==> src/rtl/instr_encoder_pkg.sv <==
// Shared encodings for the instruction encoder and field packer.
// Class codes, opcode prefixes, fixed words and FSM states.
package instr_encoder_pkg;

  typedef enum logic [3:0] {
    CLS_ALU  = 4'd0,
    CLS_MOVE = 4'd1,
    CLS_NOP  = 4'd2,
    CLS_HLT  = 4'd3,
    CLS_PUSH = 4'd4,
    CLS_POP  = 4'd5,
    CLS_CALL = 4'd6,
    CLS_RET  = 4'd7,
    CLS_JMP  = 4'd8
  } cls_e;

  localparam logic       OP_ALU   = 1'b1;
  localparam logic [1:0] OP_MOVE  = 2'b01;
  localparam logic [3:0] OP_SYS   = 4'b0000;
  localparam logic [3:0] OP_STACK = 4'b0001;
  localparam logic [3:0] OP_CALL  = 4'b0010;
  localparam logic [3:0] OP_JMP   = 4'b0011;

  localparam logic [15:0] W_NOP = {OP_SYS, 12'h000};
  localparam logic [15:0] W_HLT = {OP_SYS, 12'h200};
  localparam logic [15:0] W_RET = {OP_CALL, 12'h200};

  typedef enum logic [2:0] {
    S_IDLE,
    S_ACCEPT,
    S_WRITE,
    S_DONE,
    S_ERR
  } state_e;

  typedef struct packed {
    logic [3:0] cls;
    logic [2:0] sub;
    logic [2:0] ra;
    logic [2:0] rb;
    logic [7:0] imm;
    logic       use_reg;
  } fields_t;

endpackage

==> src/rtl/instr_encoder_pack.sv <==
// Combinational field packer: instruction fields to a 16-bit word.
// Flags unknown classes and reserved MOVE sub-ops as illegal.
module instr_pack
  import instr_encoder_pkg::*;
(
  input  fields_t     f,
  output logic [15:0] word,
  output logic        illegal
);

  logic [7:0] opnd;
  logic [7:0] rb_fld;

  assign rb_fld = {f.rb, 5'b00000};
  assign opnd   = f.use_reg ? rb_fld : f.imm;

  always_comb begin
    word    = '0;
    illegal = 1'b0;
    unique case (1'b1)
      f.cls == CLS_ALU:
        word = {OP_ALU, f.use_reg, f.sub, f.ra, opnd};
      f.cls == CLS_MOVE: begin
        // odd sub-ops carry a register, even ones an immediate
        illegal = (f.sub == 3'b100) || (f.sub == 3'b101);
        word    = {OP_MOVE, f.sub, f.ra,
                   f.sub[0] ? rb_fld : f.imm};
      end
      f.cls == CLS_NOP:
        word = W_NOP;
      f.cls == CLS_HLT:
        word = W_HLT;
      f.cls == CLS_PUSH:
        word = {OP_STACK, 3'b000, f.use_reg, opnd};
      f.cls == CLS_POP:
        word = {OP_STACK, 3'b001, 1'b0, rb_fld};
      f.cls == CLS_CALL:
        word = {OP_CALL, 3'b000, f.use_reg, opnd};
      f.cls == CLS_RET:
        word = W_RET;
      f.cls == CLS_JMP:
        word = {OP_JMP, f.sub, f.use_reg, opnd};
      default:
        illegal = 1'b1;
    endcase
    if (illegal) word = '0;
  end

endmodule

==> src/rtl/instr_encoder.sv <==
// Program loader: accepts instruction fields, encodes them and
// writes each word to instruction memory with an ack handshake.
module instr_encoder
  import instr_encoder_pkg::*;
(
  input  logic        clk,
  input  logic        rst_n,
  input  logic        start,
  input  logic [7:0]  base_addr,
  input  logic        in_valid,
  output logic        in_ready,
  input  logic [3:0]  cls,
  input  logic [2:0]  sub,
  input  logic [2:0]  ra,
  input  logic [2:0]  rb,
  input  logic [7:0]  imm,
  input  logic        use_reg,
  output logic        im_we,
  input  logic        im_ack,
  output logic [7:0]  im_addr,
  output logic [15:0] im_wdata,
  output logic        busy,
  output logic        done,
  output logic        err,
  output logic [8:0]  count
);

  state_e      state;
  state_e      nxt;
  fields_t     f;
  logic [15:0] word;
  logic        illegal;
  logic [7:0]  ptr;
  logic [15:0] wdata;
  logic [8:0]  cnt;
  logic        err_q;

  assign f = '{cls: cls, sub: sub, ra: ra, rb: rb,
               imm: imm, use_reg: use_reg};

  instr_pack u_pack (
    .f       (f),
    .word    (word),
    .illegal (illegal)
  );

  always_comb begin
    nxt = state;
    unique case (state)
      S_IDLE:
        if (start) nxt = S_ACCEPT;
      S_ACCEPT:
        if (in_valid) nxt = illegal ? S_ERR : S_WRITE;
      S_WRITE:
        if (im_ack) begin
          if (wdata == W_HLT)    nxt = S_DONE;
          else if (ptr == 8'hFF) nxt = S_ERR;
          else                   nxt = S_ACCEPT;
        end
      S_DONE:  nxt = S_IDLE;
      S_ERR:   nxt = S_IDLE;
      default: nxt = S_IDLE;
    endcase
  end

  always_ff @(posedge clk) begin
    if (!rst_n) begin
      state <= S_IDLE;
      ptr   <= '0;
      wdata <= '0;
      cnt   <= '0;
      err_q <= 1'b0;
    end else begin
      state <= nxt;
      if (state == S_IDLE && start) begin
        ptr   <= base_addr;
        cnt   <= '0;
        err_q <= 1'b0;
      end
      if (state == S_ACCEPT && in_valid && !illegal)
        wdata <= word;
      if (state == S_WRITE && im_ack) begin
        cnt <= cnt + 9'd1;
        ptr <= ptr + 8'd1;
      end
      if (nxt == S_ERR) err_q <= 1'b1;
    end
  end

  assign in_ready = (state == S_ACCEPT);
  assign im_we    = (state == S_WRITE);
  assign busy     = (state == S_ACCEPT) || (state == S_WRITE);
  assign done     = (state == S_DONE);
  assign err      = err_q;
  assign im_addr  = ptr;
  assign im_wdata = wdata;
  assign count    = cnt;

endmodule

==> config.mk <==
export PLATFORM = sky130hd
export DESIGN_NAME = instr_encoder
export DESIGN_NICKNAME = d
export VERILOG_FILES = /design/src/rtl/instr_encoder_pkg.sv /design/src/rtl/instr_encoder_pack.sv /design/src/rtl/instr_encoder.sv
export SDC_FILE = /design/constraint.sdc
export NUM_CORES = 1
export LEC_CHECK = 0
export BUFFER_PORTS_ARGS = -buffer_cell sky130_fd_sc_hd__buf_2
export CAP_MARGIN = 10
export CORE_MARGIN = 1
export CORE_UTILIZATION = 35
export CTS_CLUSTER_SIZE = 12
export DETAILED_ROUTE_END_ITERATION = 12
export PLACE_DENSITY = 0.71
export SETUP_SLACK_MARGIN = 0.05
export SLEW_MARGIN = 30
export SYNTH_ARGS = -nofsm -noshare
export SYNTH_HDL_FRONTEND = slang
export SYNTH_SLANG_ARGS = --single-unit
==> constraint.sdc <==
create_clock -name clk -period 1.77 [get_ports clk]
set_input_delay 0.531 -clock clk [delete_from_list [all_inputs] [get_ports clk]]
set_output_delay 0.531 -clock clk [all_outputs]
set_load 0.02 [all_outputs]
; ---- Yosys cells after proc, flatten, opt, wreduce, memory -nomap -nowiden
; Index checks and enable logic that the tools add are counted.
[totals]
regBits = 37
input_bits = 35
output_inout_bits = 38
word_cells = 53
[classes]
n_addsub = 2
n_eq_ne = 16
mux = 18
n_reduce_logical = 12
[ops]
columns = operator, count
row1 = $pmux 16 s8, 1
row2 = $mux 8, 4
row3 = $mux 3, 6
row4 = $mux 9, 2
row5 = $eq 16x10->1 const B, 1
row6 = $eq 4x3->1 const B, 4
row7 = $mux 16, 1
row8 = $add 9x1->9 const B, 1
row9 = $eq 3x3->1 const B, 3
row10 = $pmux 3 s3, 1
row11 = $add 8x1->8 const B, 1
row12 = $eq 4x2->1 const B, 2
row13 = $eq 8x8->1 const B, 1
row14 = $reduce_or 8->1, 1
row15 = $eq 3x2->1 const B, 2
row16 = $eq 4x1->1 const B, 1
row17 = $eq 4x4->1 const B, 1
row18 = $logic_and 1x1->1, 4
row19 = $logic_not 4->1, 1
row20 = $reduce_bool 2->1, 2
row21 = $eq 3x1->1 const B, 1
row22 = $logic_not 3->1, 1
row23 = $logic_or 1x1->1, 2
row24 = $mux 1, 2
row25 = other kinds (2), 2

; ---- Longest topological paths before layout
[logic_depth]
ltp_word = 8
depth_mapped = 7
ltp_nobuf = 6

; ---- Hierarchy
; Synthesis repeated with hierarchy kept, for this count alone.
[hier_totals]
hier_cells = 281
hier_area_um2 = 2227.1
[modules_own_cells]
columns = module, instances, cells_per_inst, area_per_inst_um2, seq_area_each_um2
row1 = instr_encoder, 1, 206, 1725.4, 740.7
row2 = instr_pack, 1, 75, 501.7, 0.0

; ---- Worst setup path after synthesis
; No wires, ideal clock.
[synth_path]
kind = input to register
startpoint = in cls[2]
endpoint = reg wdata[8], in the netlist im_wdata[8]
setup_time_ps = 117
t_arrival_ps = 1671
required_time_ps = 1653
path_slack_ps = -17
path_stages = 5
n_path_buf = 1
cell_sequence = or2_2 o22ai_1 a21oi_1 buf_2 a22o_1
[synth_between]
elab_chain_len = 5
elab_cells_between_ends = 15
classes_between = 8 x eq/ne / 3 x mux / 4 x reduce/logical
[synth_lines]
columns = item, line
row1 = start: declaration, instr_encoder.sv:12  ; input logic [3:0] cls,
row2 = "$eq 4x4->1, or another cell as far along", instr_encoder_pack.sv:41  ; f.cls == CLS_JMP:
row3 = $reduce_or 8->1 (no source line), n/a
row4 = $pmux 1 s2, instr_encoder_pack.sv:20  ; unique case (1'b1)
row5 = $logic_not 1->1, instr_encoder.sv:80  ; if (state == S_ACCEPT && in_valid && !illegal)
row6 = $logic_and 1x1->1, instr_encoder.sv:80
row7 = end signal: assignment, instr_encoder.sv:81  ; wdata <= word;
row8 = end: declaration, instr_encoder.sv:34  ; logic [15:0] wdata;
; Several ways; a longest one is shown, not always the timed one.
; A chain may end at the register's enable or synchronous reset.

; ---- Worst setup path after layout
[layout_path]
startpoint = reg state[0]
endpoint = out in_ready
[layout_between]
elab_chain_len = 1
[layout_lines]
columns = item, line
row1 = start: declaration, instr_encoder.sv:28  ; state_e state;
row2 = start signal: assignment, instr_encoder.sv:74  ; state <= nxt;
row3 = $eq 3x1->1, instr_encoder.sv:90  ; assign in_ready = (state == S_ACCEPT);
row4 = end: declaration, instr_encoder.sv:11  ; output logic in_ready,
; Every way passes these cells.

==> metrics.yaml <==
logic_synthesis:
  synth.avg_cell_area_um2: 8.22
  async_flop_share: 0
  synthCells: 224
  ys_top_cells_by_area: "dfxtp_1, nor2_1, a22o_1"
  syn-cell-area_um2: 1840
  synth_edf_count: 0
  yosysTopAreaCellShare: 0.402
  synth_warnings: 0
  post-synth-top-area-cell: "dfxtp_1"
  synthDistinctLibCells: 49
  synth-seq-area-share: 0.402
  syn_nets: 261
  ys_seq_elements: 37
  synth_ff_type: "dfxtp_1"
cts:
  htree_levels: 2
  cts_buffers: 5
  clock-sinks: 37
  cts_tree: "yes"
  insertion_delay_ns: 0.29
  root_buffer: "clkbuf_8"
  cts_buffer_depth: 2
  clkTransAtPathRegs_ns: 0.07
worst_setup_path:
  startpoint_type: "register"
  cp.required_ns: 1.24
  r2r-start: "state[2]"
  reg2regPathDepth: 6
  timing.rr.end: "count[7]"
  worst_setup_path_end_kind: "output pin"
  path_class: "register to output pin"
  crit_arrival_ns: 1.25
  reg2reg_slack_ns: 0.01
  critPathMaxFanout: 4
sta:
  slew_headroom: 0.744
  max_freq_mhz: 560
  fin_ws_ns: -0.0152
  drv_slew: 0
  timing.final.hold_violations: 0
  tightest_slew_ns: 0.383
  rsz0062_at_grt: "yes"
  period_share: 1.01
  setup_viol: 2
  period_minus_slack_ns: 1.79
  finalClockSkew_ns: 0.00601
pwr:
  power.density_nw_per_um2: 674
  vdd_ir_drop_max_mv: 0.281
  p_leak_nw: 1.23
global_route:
  overflow: 0
  first_global_vias: 1721
  grt_usage: 0.191
  antenna_found_initial: 0
  grt_pass1_wl_um: 8100
  grt_max_degree: 20
detailed_routing:
  via_count: 2054
  drt-vias-per-instance: 5.23
  wl_per_cell_um: 13.6
  drt_wl_total_um: 5330
  drtPass1Iterations: 4
  antenna_left: 0
  drtIter0Drc: 115
  drc: 0
run_status:
  outcome: "finished, violations left"
  violations: "negative setup slack"
cells_and_area:
  final_common_cell: "buf_2"
  n_fill_cell: 509
  layout_common_cells: "buf_2, dfxtp_1, buf_4, nor2_1, a21oi_1"
  nets: 360
  syn_to_final_growth_pct: 43.4
  antenna_cells: 0
  drive_gt1_frac: 0.402
  stdcell_count: 393
worst_hold_path:
  whs_endpoint: "im_wdata[0]"
  hold_start: "imm[0]"
  holdPathStages: 2
  holdCritPathClass: "primary input to register"
floorplan:
  die_w_um: 74.5
  rows: 26
  dieArea_um2: 5550
  initial_core_util: 0.363
  die_y_um: 74.5
  ios: 73
  core_um2: 5070
placed_design:
  finalWeightedCongestion: 0.850
  pre_cts_slack_ns: -0.157
  io_buffers: 72
  dp_hpwl_um: 3920
  post-place-cells: 381
run:
  drv_cap: 0
worst max path at each step:
| stage | start | end | slack, ns | cells past startpoint |
|---|---|---|---|---|
| after CTS | state[1] | in_ready | -0.005 | 3 |
| after global placement | cls[2] | im_wdata[14] | -0.12 | 6 |
| after detailed placement | cls[2] | im_wdata[1] | -0.16 | 5 |
| after global routing | state[0] | in_ready | -0.05 | 3 |
| final | state[0] | in_ready | -0.02 | 3 |
| after floorplan | cls[2] | im_wdata[0] | 0.05 | 6 |
logic make-up (layout without fill, tap and decap cells):
kind of cell,Yosys count,after routing,share of synthesized area
flip-flops,37,37,0.402
adder cells (fa/ha/maj),2,2,0.0136
AND/OR/NAND/NOR,89,89,0.258
AO/OA/AOI/OAI,72,72,0.264
buffers and inverters,22,121,0.0496
multiplexers,2,2,0.0116
flip-flops by register name, summed over array words and instances, names as in the netlist:
name	cells
im_wdata	16
count	9
err	1
im_addr	8
state	3
cell usage after synthesis (all sizes together), types with 3 or more instances:
library cell,count
and2,4
nand2,17
clkbuf,7
nor4b,3
nor2,28
nand3b,4
a32oi,4
a22o,11
and3,4
o2bb2ai,4
nor4,4
o21ai,15
dfxtp,37
nand3,8
o22ai,4
a21oi,19
nand4,5
inv,13
layout make-up:
class / count / area, um2 / area share
repair buffers: 101 / 597 / 0.226
flip-flops and latches: 37 / 749 / 0.284
well taps: 70 / 87.6 / 0.0332
clock buffers: 7 / 86.3 / 0.0327
multi-input cells: 165 / 1070 / 0.404
inverters: 13 / 51.3 / 0.0194
where the power goes:
part | switching (W) | leakage, nW | total, W | internal [W]
sequential | 0.0000185 | 0.302 | 0.000869 | 0.000850
combinational | 0.000175 | 0.889 | 0.000321 | 0.000145
clock | 0.000282 | 0.0443 | 0.000591 | 0.000309
worst max-delay path, stage by stage, from the launching register on:
cell and delay [ns]:
dfxtp_2 0.35, or3b_4 0.42, inv_4 0.09, buf_6 0.11
layer usage:
| metal | routed length [um] | up-vias | share of wire | GRT usage |
|---|---|---|---|---|
| met3 | 288 | 4 | 0.054 | 0.0420 |
| met2 | 2530 | 67 | 0.47 | 0.294 |
| met4 | 40 | 0 | 0.0075 | 0.0524 |
| li1 | - | 1029 | - | - |
| met5 | 0 | - | 0 | 0 |
| met1 | 2470 | 954 | 0.46 | 0.267 |
per-stage QoR:
stage / utilization / hold slack (ns) / cell area, um2 / setup TNS, ns / power, W
floorplan: - / 0.530 / 1860 / 0 / 0.00104
global placement: 0.482 / 0.441 / 2450 / -1.74 / 0.00118
detailed placement: 0.482 / 0.452 / 2450 / -2.16 / 0.00118
CTS: 0.511 / 0.448 / 2590 / -0.00607 / 0.00178
global route: 0.520 / 0.459 / 2640 / -0.141 / 0.00185
finish: 0.520 / 0.450 / 2640 / -0.0273 / 0.00178
repair_timing:
action	4_1_cts	5_1_grt
endpoints found under the hold margin	0	0
hold buffers	0	0
pin swaps	2	4
gates cloned	0	0
setup buffers	4	1
resized for setup	13	9
endpoints found under the setup margin	4	22
No activity file was read; power rests on OpenSTA's default activity.
